**src/rtl/dsp48_pkg.sv**
```systemverilog
// Shared DSP48E1 definitions: slice port widths, OPMODE encodings, the
// pipeline tag that shadows data through the slice, and controller states.
package dsp48_pkg;

    localparam int A_W      = 30;
    localparam int B_W      = 18;
    localparam int P_W      = 48;
    localparam int MULT_A_W = 25;

    // X=M, Y=M, Z=C starts a new sum; X=M, Y=M, Z=P accumulates.
    localparam logic [6:0] OPM_MUL_C   = 7'b0110101;
    localparam logic [6:0] OPM_MUL_ACC = 7'b0100101;

    typedef struct packed {
        logic valid;
        logic first;
        logic last;
    } tag_t;

    typedef enum logic {
        ST_IDLE,
        ST_RUN
    } state_t;

endpackage

```
**src/rtl/dsp48_sat_shift.sv**
```systemverilog
// Combinational arithmetic right shift of a slice P value followed by
// saturation into a narrower signed result.
module dsp48_sat_shift #(
    parameter int IN_W  = 48,
    parameter int OUT_W = 24,
    parameter int SHIFT = 17
) (
    input  logic [IN_W-1:0]  p_in,
    output logic [OUT_W-1:0] data,
    output logic             sat
);

    localparam logic signed [IN_W-1:0] MAX_V = {{(IN_W-OUT_W+1){1'b0}}, {(OUT_W-1){1'b1}}};
    localparam logic signed [IN_W-1:0] MIN_V = ~MAX_V;

    logic signed [IN_W-1:0] shifted;

    always_comb begin
        shifted = $signed(p_in) >>> SHIFT;
        data    = shifted[OUT_W-1:0];
        sat     = 1'b0;
        if (shifted > MAX_V) begin
            data = MAX_V[OUT_W-1:0];
            sat  = 1'b1;
        end else if (shifted < MIN_V) begin
            data = MIN_V[OUT_W-1:0];
            sat  = 1'b1;
        end
    end

endmodule

```
**src/rtl/dsp48_mac_sched.sv**
```systemverilog
// Sequences one DSP48E1 slice as an N-tap signed multiply-accumulate engine,
// with a tag pipeline that keeps control aligned with the slice registers.
module dsp48_mac_sched
    import dsp48_pkg::*;
#(
    parameter int LEN_W     = 10,
    parameter int OUT_W     = 24,
    parameter int OUT_SHIFT = 17
) (
    input  logic                clk,
    input  logic                rst,
    input  logic                abort,
    input  logic                cmd_valid,
    output logic                cmd_ready,
    input  logic [LEN_W-1:0]    cmd_len,
    input  logic                cmd_round,
    input  logic                in_valid,
    output logic                in_ready,
    input  logic [MULT_A_W-1:0] in_a,
    input  logic [B_W-1:0]      in_b,
    output logic                res_valid,
    input  logic                res_ready,
    output logic [OUT_W-1:0]    res_data,
    output logic                res_sat,
    output logic [A_W-1:0]      dsp_a,
    output logic [B_W-1:0]      dsp_b,
    output logic [P_W-1:0]      dsp_c,
    output logic [6:0]          dsp_opmode,
    output logic                dsp_cea2,
    output logic                dsp_ceb2,
    output logic                dsp_cem,
    output logic                dsp_cep,
    output logic                dsp_cectrl,
    output logic                dsp_rst,
    input  logic [P_W-1:0]      dsp_p
);

    // Half an output LSB; collapses to zero when no shift is applied.
    localparam logic [P_W-1:0] ROUND_K = {{(P_W-1){1'b0}}, 1'b1} << OUT_SHIFT >> 1;

    state_t           state;
    logic [LEN_W-1:0] cnt;
    logic             round_q;
    logic             first_q;
    logic             c_round;
    tag_t             s1, s2, s3;

    logic             flush, en, accept, cmd_fire, capture;
    logic [OUT_W-1:0] sat_data;
    logic             sat_flag;

    assign flush    = rst | abort;
    assign en       = !res_valid | res_ready;
    assign accept   = in_valid & in_ready;
    assign cmd_fire = cmd_valid & cmd_ready;
    assign capture  = en & s3.valid & s3.last;

    assign cmd_ready  = (state == ST_IDLE) & !flush;
    assign in_ready   = (state == ST_RUN) & en & !flush;

    assign dsp_a      = {{(A_W-MULT_A_W){in_a[MULT_A_W-1]}}, in_a};
    assign dsp_b      = in_b;
    assign dsp_c      = c_round ? ROUND_K : '0;
    assign dsp_cea2   = accept;
    assign dsp_ceb2   = accept;
    assign dsp_cem    = en & s1.valid & !flush;
    assign dsp_cep    = en & s2.valid & !flush;
    assign dsp_cectrl = en & !flush;
    assign dsp_rst    = flush;
    // OPMODE is registered in the slice alongside M, so it is decoded from S1.
    assign dsp_opmode = flush ? 7'd0 : (s1.first ? OPM_MUL_C : OPM_MUL_ACC);

    always_ff @(posedge clk) begin
        if (flush) begin
            state   <= ST_IDLE;
            cnt     <= '0;
            round_q <= 1'b0;
            first_q <= 1'b0;
        end else begin
            case (state)
                ST_IDLE: begin
                    if (cmd_fire) begin
                        cnt     <= cmd_len;
                        round_q <= cmd_round;
                        first_q <= 1'b1;
                        state   <= ST_RUN;
                    end
                end
                ST_RUN: begin
                    if (accept) begin
                        cnt     <= cnt - LEN_W'(1);
                        first_q <= 1'b0;
                        if (cnt == '0) begin
                            state <= ST_IDLE;
                        end
                    end
                end
                default: state <= ST_IDLE;
            endcase
        end
    end

    // The rounding constant switches only when a new sum's first tag enters S1,
    // so tags of the previous sum still in flight never see it change under Z=C.
    always_ff @(posedge clk) begin
        if (flush) begin
            s1      <= '0;
            s2      <= '0;
            s3      <= '0;
            c_round <= 1'b0;
        end else if (en) begin
            s1 <= '{valid: accept, first: accept & first_q, last: accept & (cnt == '0)};
            s2 <= s1;
            s3 <= s2;
            if (accept & first_q) begin
                c_round <= round_q;
            end
        end
    end

    dsp48_sat_shift #(
        .IN_W  (P_W),
        .OUT_W (OUT_W),
        .SHIFT (OUT_SHIFT)
    ) u_sat_shift (
        .p_in (dsp_p),
        .data (sat_data),
        .sat  (sat_flag)
    );

    always_ff @(posedge clk) begin
        if (flush) begin
            res_valid <= 1'b0;
            res_data  <= '0;
            res_sat   <= 1'b0;
        end else if (capture) begin
            res_valid <= 1'b1;
            res_data  <= sat_data;
            res_sat   <= sat_flag;
        end else if (res_ready) begin
            res_valid <= 1'b0;
        end
    end

endmodule
```
**config.mk**
```make
export PLATFORM = sky130hd
export DESIGN_NAME = dsp48_mac_sched
export DESIGN_NICKNAME = d
export VERILOG_FILES = /design/src/rtl/dsp48_pkg.sv /design/src/rtl/dsp48_sat_shift.sv /design/src/rtl/dsp48_mac_sched.sv
export SDC_FILE = /design/constraint.sdc
export NUM_CORES = 1
export LEC_CHECK = 0
export CAP_MARGIN = 10
export CORE_AREA = 2 2 94 96
export CTS_CLUSTER_DIAMETER = 40
export CTS_CLUSTER_SIZE = 14
export DETAILED_ROUTE_END_ITERATION = 7
export DIE_AREA = 0 0 96 98
export MAX_ROUTING_LAYER = met4
export PLACE_DENSITY = 0.88
export SLEW_MARGIN = 40
export SYNTH_ARGS = -nofsm -noshare
export SYNTH_HDL_FRONTEND = slang
export SYNTH_SLANG_ARGS = --single-unit
```
**constraint.sdc**
```tcl
create_clock -name clk -period 4.35 [get_ports clk]
set_input_delay 0.6525 -clock clk [delete_from_list [all_inputs] [get_ports clk]]
set_output_delay 0.6525 -clock clk [all_outputs]
set_load 0.02 [all_outputs]
```
Word level (Yosys, flattened, before mapping). Cells that the tools add are included.

Register bits after elaboration: 47. Output and inout bits: 137. Logic and storage cells: 63.

$add $sub $neg: 1. $lt $le $gt $ge: 2. Equality and inequality tests: 2. Multiplexer cells: 19. Bitwise operators: 17. Reduce and logical (&&, ||, !) cells: 7.

Operators by type and width (number): $mux 24 (2); $gt 31x24->1 const B (1); $lt 31x24->1 const B (1); $mux 10 (2); $pmux 10 s2 (1); $mux 17 (1); $and 1x1->1 (14); $logic_not 10->1 (1); $sub 10x1->10 const B (1); $mux 1 (9); $mux 6 (1); $reduce_and 2->1 (3); $mux 5 (1); $pmux 1 s2 (2); $logic_not 1->1 (2); $ne 2x1->1 const B (1); $ne 2x2->1 const B (1); $or 1x1->1 (2); $reduce_bool 2->1 (1); $not 1->1 (1).

Logic depth before layout (Yosys ltp). Gate-level depths: netlist of run 1.

Depth after elaboration: 7. Mapped depth: 8. Gate-level depth less buffers: 6.

Hierarchy. A second synthesis of run 1 with hierarchy kept.

Cell total of the unflattened synthesis: 420. Area total of the unflattened synthesis: 3266.9 µm².

Modules (own cells, without submodules): dsp48_mac_sched (times used 1, cells each 355, area an instance 2742.6 µm², seq. area each 940.9 µm²); dsp48_sat_shift (times used 1, cells each 65, area an instance 524.3 µm², seq. area each 0.0 µm²).

Worst setup path after synthesis of run 1. OpenSTA, ideal clock, no wires.

Path type: input -> output. Start point: in abort. End point: out cmd_ready. Arrival time: 1.627 ns. Required time: 3.697 ns. Path slack: 2.070 ns. Stages on the path: 5. Buffers on the path: 2. Cells stage by stage: nor2_1 > buf_2 > inv_2 > clkbuf_1 > nor2_1.

Word-level cells in the longest chain between the ends: 3.

RTL lines: from (decl) (line dsp48_mac_sched.sv:12) `input logic abort,`; $or 1x1->1 (line dsp48_mac_sched.sv:52) `assign flush = rst | abort;`; net dsp_rst (line dsp48_mac_sched.sv:34) `output logic dsp_rst,`; $logic_not 1->1 (line dsp48_mac_sched.sv:58) `assign cmd_ready = (state == ST_IDLE) & !flush;`; $and 1x1->1 (line dsp48_mac_sched.sv:58); to (decl) (line dsp48_mac_sched.sv:14) `output logic cmd_ready,`.

The timed path passes the listed nets, and every way through them passes these cells.

Worst setup path in the final report of run 1.
Start point: in res_ready. End point: out dsp_cea2.

Word-level cells in the longest chain between the ends: 4.

RTL lines: from (decl) (line dsp48_mac_sched.sv:22) `input logic res_ready,`; $or 1x1->1 (line dsp48_mac_sched.sv:53) `assign en = !res_valid | res_ready;`; $and 1x1->1 (2 in series) (line dsp48_mac_sched.sv:59) `assign in_ready = (state == ST_RUN) & en & !flush;`; $and 1x1->1 (line dsp48_mac_sched.sv:54) `assign accept = in_valid & in_ready;`; to (decl) (line dsp48_mac_sched.sv:29) `output logic dsp_cea2,`.

Every way passes these cells.

==> qor.yml, run 1 <==
floorplanning:
  core_mm2: 0.00847
  initial_core_util: 0.331
  dieArea_mm2: 0.00941
  fp.dieW_um: 96
  ios: 245
  die_h_um: 98
  num_rows: 34
worst_setup_path:
  required_ns: 3.70
  reg2reg_to: "res_data[8]$_SDFFE_PP0P_"
  rr_startpoint: "res_valid$_SDFFE_PP0P_"
  worstPathArrival_ns: 2.59
  crit_fanout: 11
  worstSetupEndpointType: "output pin"
  startpoint_type: "primary input"
  rrSetupSlack_ns: 2.46
  critical_path_class: "in -> out"
  reg2reg_depth: 4
layout:
  mostFrequentLayoutCell: "clkdlybuf4s50_1"
  drive_gt1_frac: 0.0538
  fin_util: 0.386
  most-common-layout-cells: "clkdlybuf4s50_1, conb_1, dfxtp_1"
  nets: 461
  syn2layout_area_growth_pct: 16.4
  num-fill-cells: 848
  instances_no_fill: 461
  antenna_cells: 0
  postLayoutCellArea_mm2: 0.00327
grt:
  grt_pass1_vias: 1927
  grt_use_total: 0.129
  grt.overflow.total: 0
  antenna_found_initial: 0
  grt_pass1_wl_um: 9340
  grt_max_degree: 29
detailed_routing:
  m1WireLength_um: 2410
  drc: 0
  vias: 2155
  vias_per_cell: 4.67
  met3RoutedLength_um: 570
  avgRoutedWirePerCell_um: 13.7
  dr.pass1.iters: 4
  ant_nets: 0
  drtIter0Drc: 75
  wl_met2_um: 3180
  dr.max_layer_used: "met4"
  wirelength_um: 6330
sta:
  finalSetupTns_ns: 0
  slew_viol_final: 0
  finalClockSkew_ns: 0.00504
  relSlewSlack: 0.528
  setup_violations: 0
  worst_pin_slew_ns: 0.707
  finalCritPeriodShare: 0.746
  fin_crit_ns: 3.25
  finalHoldViolations: 0
  worst_slack_ns: 1.10
  grt_setup_unrepaired: "false"
  fmax_ghz: 0.308
min_path:
  worstHoldPathCells: 2
  hold_class: "reg -> reg"
  hold-path-endpoint: "s2[0]$_SDFFE_PP0N_"
  hold_start: "s2[0]$_SDFFE_PP0N_"
logic_synthesis:
  synth_ff_type: "dfxtp_1"
  yosys-top-cells-area: "dfxtp_1, buf_4, a221o_1"
  synth_cell_type_count: 42
  synth_edf_count: 0
  synth_top_area_cell: "dfxtp_1"
  ys_ff_latch: 47
  synth_top_area_frac: 0.335
  synth_area_mm2: 0.00281
  yosysSeqAreaShare: 0.335
  async_flop_share: 0
  avgSynthCellArea_um2: 8.58
  synth_warnings: 0
  synth_cells: 327
clock_tree:
  clk_latency_ns: 0.29
  cts_resized: 0
  clk_path_buf_depth: 2
  clk_pin_slew_worst_paths_ns: 0.09
  cts_sinks: 47
  htree_levels: 2
  clockRootBuffer: "clkbuf_8"
  ctsHoldBuffers: 0
  cts_tree: "yes"
  post_cts_buffers: 0
  numCtsBuffers: 5
place:
  place_area_mm2: 0.00312
  post-place-cells: 453
  place_congestion: 0.794
  hpwl_um: 4780
  dp_slack_ns: 1.12
  io_buffers: 86
status:
  status: "completed"
power_and_ir_drop:
  powerDensity_mw_per_mm2: 299
  p_leak_nw: 1.30
  ir_drop_mv: 0.121
run:
  max_cap_viol_count: 0
==> layout make-up <==
class                   instances  area [um2]  share of cell area
inverters                       7        26.3             0.00805
multi-input cells             203        1150               0.352
clock inverters                 3        67.6              0.0207
flip-flops and latches         47         941               0.288
clock buffers                   5        68.8              0.0211
well taps                     108         135              0.0414
repair buffers                 88         876               0.268
==> report_power, final <==
| part | total [mW] | switching (mW) | internal, mW |
|---|---|---|---|
| Combinational | 0.157 | 0.0924 | 0.0647 |
| Clock | 0.378 | 0.149 | 0.229 |
| Sequential | 0.441 | 0.00553 | 0.435 |
| Total | 0.976 | 0.247 | 0.729 |
==> layer usage <==
| metal | GRT usage | up-vias |
|---|---|---|
| li1 | - | 1027 |
| met1 | 0.143 | 988 |
| met2 | 0.214 | 116 |
| met3 | 0.0355 | 24 |
| met4 | 0.0527 | 0 |
| met5 | - | - |
==> worst max-delay path, cell delays in order <==
cell	delay, ns
clkdlybuf4s50_1	0.51
nand2b_1	0.39
nand3_1	0.20
inv_1	0.19
clkdlybuf4s50_1	0.64
==> cell families (layout without fill, tap and decap cells) <==
group / after synthesis / in the layout / share of synthesized area
flip-flops: 47 / 47 / 0.335
multiplexers: 5 / 5 / 0.0178
adder cells (fa/ha/maj): 1 / 1 / 0.00446
buffers and inverters: 126 / 103 / 0.326
AO/OA/AOI/OAI: 68 / 68 / 0.170
other: 1 / 50 / 0.00134
AND/OR/NAND/NOR: 79 / 79 / 0.145
==> state kept, by name, indices dropped and copies added, names as in the netlist <==
| name | count |
|---|---|
| s3 | 2 |
| res_valid | 1 |
| first_q | 1 |
| cnt | 10 |
| s2 | 2 |
| res_data | 24 |
| s1 | 3 |
| c_round | 1 |
| round_q | 1 |
| state | 1 |
| res_sat | 1 |
==> metrics by stage <==
stage | power, mW | hold WS [ns]
final | 0.976 | 0.458
after global placement | 0.602 | 0.439
after CTS | 0.988 | 0.457
after floorplan | 0.643 | 0.432
after global routing | 1.03 | 0.476
after detailed placement | 0.606 | 0.444
==> worst max-delay path by stage <==
stage	from	endpoint	slack, ns	cells past startpoint
6_report	res_ready	dsp_cea2	1.10	5
5_1_grt	abort	cmd_ready	0.98	5
4_1_cts	abort	cmd_ready	1.12	5
3_5_place_dp	abort	dsp_cectrl	1.12	5
3_3_place_gp	abort	dsp_cectrl	1.17	5
2_1_floorplan	abort	cmd_ready	2.07	5
==> cells in the mapped netlist, drive strengths merged, types with 6 or more instances <==
master  count
o22ai       6
nor2       14
a21oi      22
a221o      17
dfxtp      47
nand3       8
nor2b       8
inv         7
buf       115
o21ai      10
nand2      29
No activity file was read; power rests on OpenSTA's default activity.
==> run 2, diff against run 1 <==
--- a/config.mk
+++ b/config.mk
@@ -6,13 +6,13 @@
 export NUM_CORES = 1
 export LEC_CHECK = 0
 export CAP_MARGIN = 10
-export CORE_AREA = 2 2 94 96
+export CORE_ASPECT_RATIO = 1.25
+export CORE_UTILIZATION = 32
 export CTS_CLUSTER_DIAMETER = 40
 export CTS_CLUSTER_SIZE = 14
 export DETAILED_ROUTE_END_ITERATION = 7
-export DIE_AREA = 0 0 96 98
 export MAX_ROUTING_LAYER = met4
-export PLACE_DENSITY = 0.88
+export PLACE_DENSITY = 0.85
 export SLEW_MARGIN = 40
 export SYNTH_ARGS = -nofsm -noshare
 export SYNTH_HDL_FRONTEND = slang
==> constraint.sdc (replaced) <==
create_clock -name clk -period 3.3 [get_ports clk]
set_input_delay 0.495 -clock clk [delete_from_list [all_inputs] [get_ports clk]]
set_output_delay 0.495 -clock clk [all_outputs]
set_load 0.02 [all_outputs]
==> qor.yml, run 2 (same netlist as run 1, synthesis figures left out) <==
detailed_routing:
  avgRoutedWirePerCell_um: 14.4  # +4.8%
  vias_per_cell: 4.56  # -2.5%
  wirelength_um: 6820  # +7.7%
  m1WireLength_um: 2590  # +7.6%
  dr.max_layer_used: "met4"
  vias: 2161  # +0.28%
  drc: 0  # unchanged
  met3RoutedLength_um: 803  # +41%
  drtIter0Drc: 50  # -33%
  wl_met2_um: 3160  # -0.79%
  ant_nets: 0  # unchanged
  dr.pass1.iters: 4  # unchanged
sta:
  slew_viol_final: 0  # unchanged
  worst_pin_slew_ns: 0.693  # -0.0138 ns
  setup_violations: 0  # unchanged
  holdWs_ns: 0.450  # -0.00815 ns
  fin_crit_ns: 2.78
  finalCritPeriodShare: 0.842
  fmax_ghz: 0.360
  finalClockSkew_ns: 0.00673  # +0.00168 ns
  finalHoldViolations: 0  # unchanged
  grt_setup_unrepaired: "false"
  relSlewSlack: 0.537  # +0.00924
  finalSetupTns_ns: 0  # unchanged
  worst_slack_ns: 0.522  # -0.583 ns
grt:
  grt.overflow.total: 0  # unchanged
  antenna_found_initial: 0  # unchanged
  grt_pass1_wl_um: 10200  # +9.4%
  grt_max_degree: 30  # +3.4%
  grt_use_total: 0.147  # +0.0183
  grt_pass1_vias: 2055  # +6.6%
status:
  status: "completed"
place:
  hpwl_um: 5170  # +8.2%
  place_congestion: 0.760  # -4.3%
  dp_slack_ns: 0.527  # -0.595 ns
  io_buffers: 86  # unchanged
worst_setup_path:
  path_cells: "clkdlybuf4s50_1 > nor2_2 > buf_12 > and3_1 > clkdlybuf4s50_1"
  crit_path_top_delay_cell: "clkdlybuf4s50_1"
  cpLargestDelayFamily: "buffers and inverters"
  slowest_delay_ns: 0.60  # -0.04 ns
  startpoint_type: "primary input"
  required_ns: 2.80  # -0.90 ns
  cp_common_cell: "clkdlybuf4s50_1"
  crit_fanout: 24  # +13
  critical_path_class: "in -> out"
  worstSetupEndpointType: "output pin"
  worstPathArrival_ns: 2.28  # -0.31 ns
  cp.buffers_inverters: 3  # unchanged
clock_tree:
  cts_tree: "yes"
  cts_resized: 0  # unchanged
  clk_path_buf_depth: 2  # unchanged
  numCtsBuffers: 5  # unchanged
  ctsHoldBuffers: 0  # unchanged
  clockRootBuffer: "clkbuf_8"
  clk_latency_ns: 0.29  # about the same
  cts_sinks: 47  # unchanged
  clk_pin_slew_worst_paths_ns: 0.08  # about the same
  post_cts_buffers: 0  # unchanged
  htree_levels: 2  # unchanged
power_and_ir_drop:
  p_leak_nw: 1.33  # +1.7%
  powerDensity_mw_per_mm2: 388  # +30%
  ir_drop_mv: 0.276  # +130%
  internal-power_mw: 0.965  # +32%
  combPwrFrac: 0.163  # +0.002
  pwr-share-clk: 0.384  # -0.003
  seqPwrFrac: 0.453  # about the same
  netSwitchingFraction: 0.248  # -0.00477
  p_switching_mw: 0.319  # +29%
  p_total_mw: 1.28  # +31%
floorplanning:
  fp.dieW_um: 85.7  # -11%
  num_rows: 37  # +8.8%
  ios: 245  # unchanged
  core_mm2: 0.00838  # -1.0%
  initial_core_util: 0.335  # +0.00341
  dieArea_mm2: 0.00915  # -2.8%
  die_h_um: 107  # +8.9%
layout:
  regArea_um2: 941  # unchanged
  largest_reg_flops: 24  # unchanged
  syn2layout_area_growth_pct: 18.0
  drive_gt1_frac: 0.0588  # +0.00500
  multi_input_area_mm2: 0.00115  # -0.43%
  num-fill-cells: 826  # -2.6%
  fin_util: 0.395  # +0.00935
  largestRegisters: "res_data (24), cnt (10), s1 (3)"
  mostFrequentLayoutCell: "clkdlybuf4s50_1"
  top_register: "res_data"
  most-common-layout-cells: "clkdlybuf4s50_1, conb_1, dfxtp_1"
  nets: 465  # +0.87%
  antenna_cells: 0  # unchanged
min_path:
  hold_class: "reg -> reg"
run:
  max_cap_viol_count: 0  # unchanged
[run 2: final cells by class]
cell class,count,share of cell area
clock inverters,2,0.0181
flip-flops and latches,47,0.284
multi-input cells,203,0.346
repair buffers,92,0.277
inverters,7,0.00794
clock buffers,6,0.0219
well taps,117,0.0442
[run 2: per-layer routing]
metal | up-vias | GRT usage
met3 | 35 | 0.0662
met4 | 0 | 0.0821
met5 | - | -
li1 | 1039 | -
met1 | 968 | 0.151
met2 | 119 | 0.234
[run 2: worst paths after layout]
check,from,end,slack [ns],depth (start not counted)
max,abort,in_ready,0.52,5
min,s3[0]$_SDFFE_PP0N_,s3[0]$_SDFFE_PP0N_,0.45,2
min reg2reg,s3[0]$_SDFFE_PP0N_,s3[0]$_SDFFE_PP0N_,0.45,2
max reg2reg,res_valid$_SDFFE_PP0P_,res_data[8]$_SDFFE_PP0P_,1.40,4
[run 2: through the flow]
step | cells | instance area [um2]
2_1_floorplan | 376 | 2990
3_3_place_gp | 466 | 3170
3_5_place_dp | 466 | 3170
4_1_cts | 474 | 3300
5_1_grt | 474 | 3310
6_report | 474 | 3310
[run 2: power by group through the flow]
stage / logic [mW] / registers [mW] / clock network (mW)
3_5_place_dp: 0.206 / 0.594 / 0
6_report: 0.209 / 0.581 / 0.493
3_3_place_gp: 0.204 / 0.594 / 0
5_1_grt: 0.227 / 0.583 / 0.535
2_1_floorplan: 0.254 / 0.593 / 0
4_1_cts: 0.207 / 0.581 / 0.513
[run 2: worst reg2reg max path, delay by kind of cell (launching register included)]
family	cells	cell delay, ns
AOI/OAI and AO/OA	1	0.27
and+or+nand+nor	3	1.22
DFF	1	0.36
==> run 3, diff against run 2 <==
--- a/config.mk
+++ b/config.mk
@@ -7,12 +7,12 @@
 export LEC_CHECK = 0
 export CAP_MARGIN = 10
 export CORE_ASPECT_RATIO = 1.25
-export CORE_UTILIZATION = 32
+export CORE_UTILIZATION = 29
 export CTS_CLUSTER_DIAMETER = 40
 export CTS_CLUSTER_SIZE = 14
 export DETAILED_ROUTE_END_ITERATION = 7
 export MAX_ROUTING_LAYER = met4
-export PLACE_DENSITY = 0.85
+export PLACE_DENSITY = 0.81
 export SLEW_MARGIN = 40
 export SYNTH_ARGS = -nofsm -noshare
 export SYNTH_HDL_FRONTEND = slang
==> constraint.sdc (replaced) <==
create_clock -name clk -period 2.4 [get_ports clk]
set_input_delay 0.36 -clock clk [delete_from_list [all_inputs] [get_ports clk]]
set_output_delay 0.36 -clock clk [all_outputs]
set_load 0.02 [all_outputs]
==> qor.yml, run 3 (same netlist as run 1, synthesis figures left out) <==
sta:
  finalSetupTns_ns: 0  # unchanged
  relSlewSlack: 0.505  # -0.0326
  worst_pin_slew_ns: 0.742  # +0.0489 ns
  finalClockSkew_ns: 0.00467  # -0.00206 ns
  holdWs_ns: 0.448  # -0.00171 ns
  setup_violations: 0  # unchanged
  fin_crit_ns: 2.30
  grt_setup_unrepaired: "false"
  fmax_ghz: 0.434
  finalHoldViolations: 0  # unchanged
  slew_viol_final: 0  # unchanged
  finalCritPeriodShare: 0.959
grt:
  grt_pass1_vias: 2108  # +2.6%
  grt_pass1_wl_um: 10800  # +5.4%
  grt.overflow.total: 0  # unchanged
  grt_use_total: 0.139  # -0.00822
  antenna_found_initial: 0  # unchanged
  grt_max_degree: 28  # -6.7%
min_path:
  worstHoldPathCells: 2  # unchanged
  hold_class: "reg -> reg"
  hold_start: "s2[0]$_SDFFE_PP0N_"
  hold-path-endpoint: "s2[0]$_SDFFE_PP0N_"
detailed_routing:
  dr.pass1.iters: 4  # unchanged
  vias: 2210  # +2.3%
  avgRoutedWirePerCell_um: 13.6  # -5.5%
  ant_nets: 0  # unchanged
  vias_per_cell: 4.53  # -0.67%
  drc: 0  # unchanged
  drtIter0Drc: 80  # +60%
  wirelength_um: 6640  # -2.7%
floorplanning:
  initial_core_util: 0.303  # -0.0322
  core_mm2: 0.00927  # +11%
  num_rows: 39  # +5.4%
  fp.dieW_um: 90.0  # +4.9%
  dieArea_mm2: 0.0101  # +10%
  ios: 245  # unchanged
  die_h_um: 112  # +4.9%
worst_setup_path:
  worstPathArrival_ns: 1.94  # -0.34 ns
  required_ns: 2.04  # -0.76 ns
  critical_path_class: "in -> out"
  worstSetupEndpointType: "output pin"
  rr_startpoint: "res_valid$_SDFFE_PP0P_"
  startpoint_type: "primary input"
  reg2reg_to: "res_data[22]$_SDFFE_PP0P_"
  critical_path.startpoint: "abort"
  rrSetupSlack_ns: 0.80  # -0.60 ns
  reg2reg_depth: 4  # unchanged
  crit_fanout: 11  # -54%
clock_tree:
  clk_pin_slew_worst_paths_ns: 0.06  # -0.02 ns
  cts_tree: "yes"
  clockRootBuffer: "clkbuf_16"
  cts_sinks: 47  # unchanged
  ctsHoldBuffers: 0  # unchanged
  htree_levels: 2  # unchanged
  clk_path_buf_depth: 2  # unchanged
  numCtsBuffers: 5  # unchanged
  clk_latency_ns: 0.28  # about the same
power_and_ir_drop:
  p_leak_nw: 1.39  # +4.5%
  ir_drop_mv: 0.272  # -1.2%
  powerDensity_mw_per_mm2: 561  # +45%
layout:
  mostFrequentLayoutCell: "clkdlybuf4s50_1"
  nets: 473  # +1.7%
  most-common-layout-cells: "clkdlybuf4s50_1, conb_1, dfxtp_1"
  largestRegisters: "res_data (24), cnt (10), s1 (3)"
  drive_gt1_frac: 0.0849  # +0.0261
  largest_reg_flops: 24  # unchanged
  syn2layout_area_growth_pct: 21.8
  num-fill-cells: 969  # +17%
  top_register: "res_data"
  antenna_cells: 0  # unchanged
place:
  place_congestion: 0.756  # -0.50%
  hpwl_um: 5010  # -3.2%
  io_buffers: 86  # unchanged
status:
  status: "completed"
run:
  max_cap_viol_count: 0  # unchanged
==> run 3: repair_timing <==
action / CTS / global route
setup buffers: 0 / 0
endpoints found under the setup margin: 0 / 2
resized for setup: 0 / 1
==> run 3: how the worst max path moves through the flow <==
stage | endpoint | cells past startpoint | slack, ns
final | dsp_cectrl | 6 | 0.1
after global routing | dsp_ceb2 | 6 | 0.005
after CTS | dsp_ceb2 | 5 | 0.01
after detailed placement | dsp_ceb2 | 5 | 0.03
after global placement | dsp_cea2 | 5 | 0.03
after floorplan | cmd_ready | 5 | 0.71
==> run 3: layout make-up <==
cell class	count	area [um2]	share of cell area
Multi-Input combinational cell	203	1140	0.334
Clock inverter	2	38.8	0.0114
Sequential cell	47	941	0.275
Tap cell	123	154	0.0450
Inverter	7	26.3	0.00769
Timing Repair Buffer	100	978	0.286
Clock buffer	6	139	0.0406
==> run 3: metrics by stage <==
step	worst slack [ns]	total power, mW	instance area, um2	cells	utilization
after floorplan	0.705	1.16	2990	376	-
after global placement	0.0333	1.10	3240	480	0.349
after detailed placement	0.0291	1.11	3240	480	0.349
after CTS	0.0119	1.94	3410	488	0.368
after global routing	0.00506	2.00	3420	488	0.369
final	0.0982	1.92	3420	488	0.369
==> run 3: layer usage <==
metal / part of all wire / global-route usage
met5: 0 / -
met4: 0.039 / 0.0763
met3: 0.11 / 0.0567
met2: 0.44 / 0.213
met1: 0.40 / 0.152
==> run 3: report_power, final <==
group / internal (mW) / switching [mW] / leakage, nW / total (mW)
Combinational: 0.126 / 0.166 / 0.920 / 0.292
Sequential: 0.790 / 0.0105 / 0.380 / 0.800
Clock: 0.524 / 0.302 / 0.0875 / 0.826
==> run 3: critical path, stage by stage <==
cell	delay (ns)
clkdlybuf4s50_1	0.43
nor2_2	0.11
buf_4	0.19
inv_2	0.10
nor2_1	0.13
clkdlybuf4s50_1	0.62
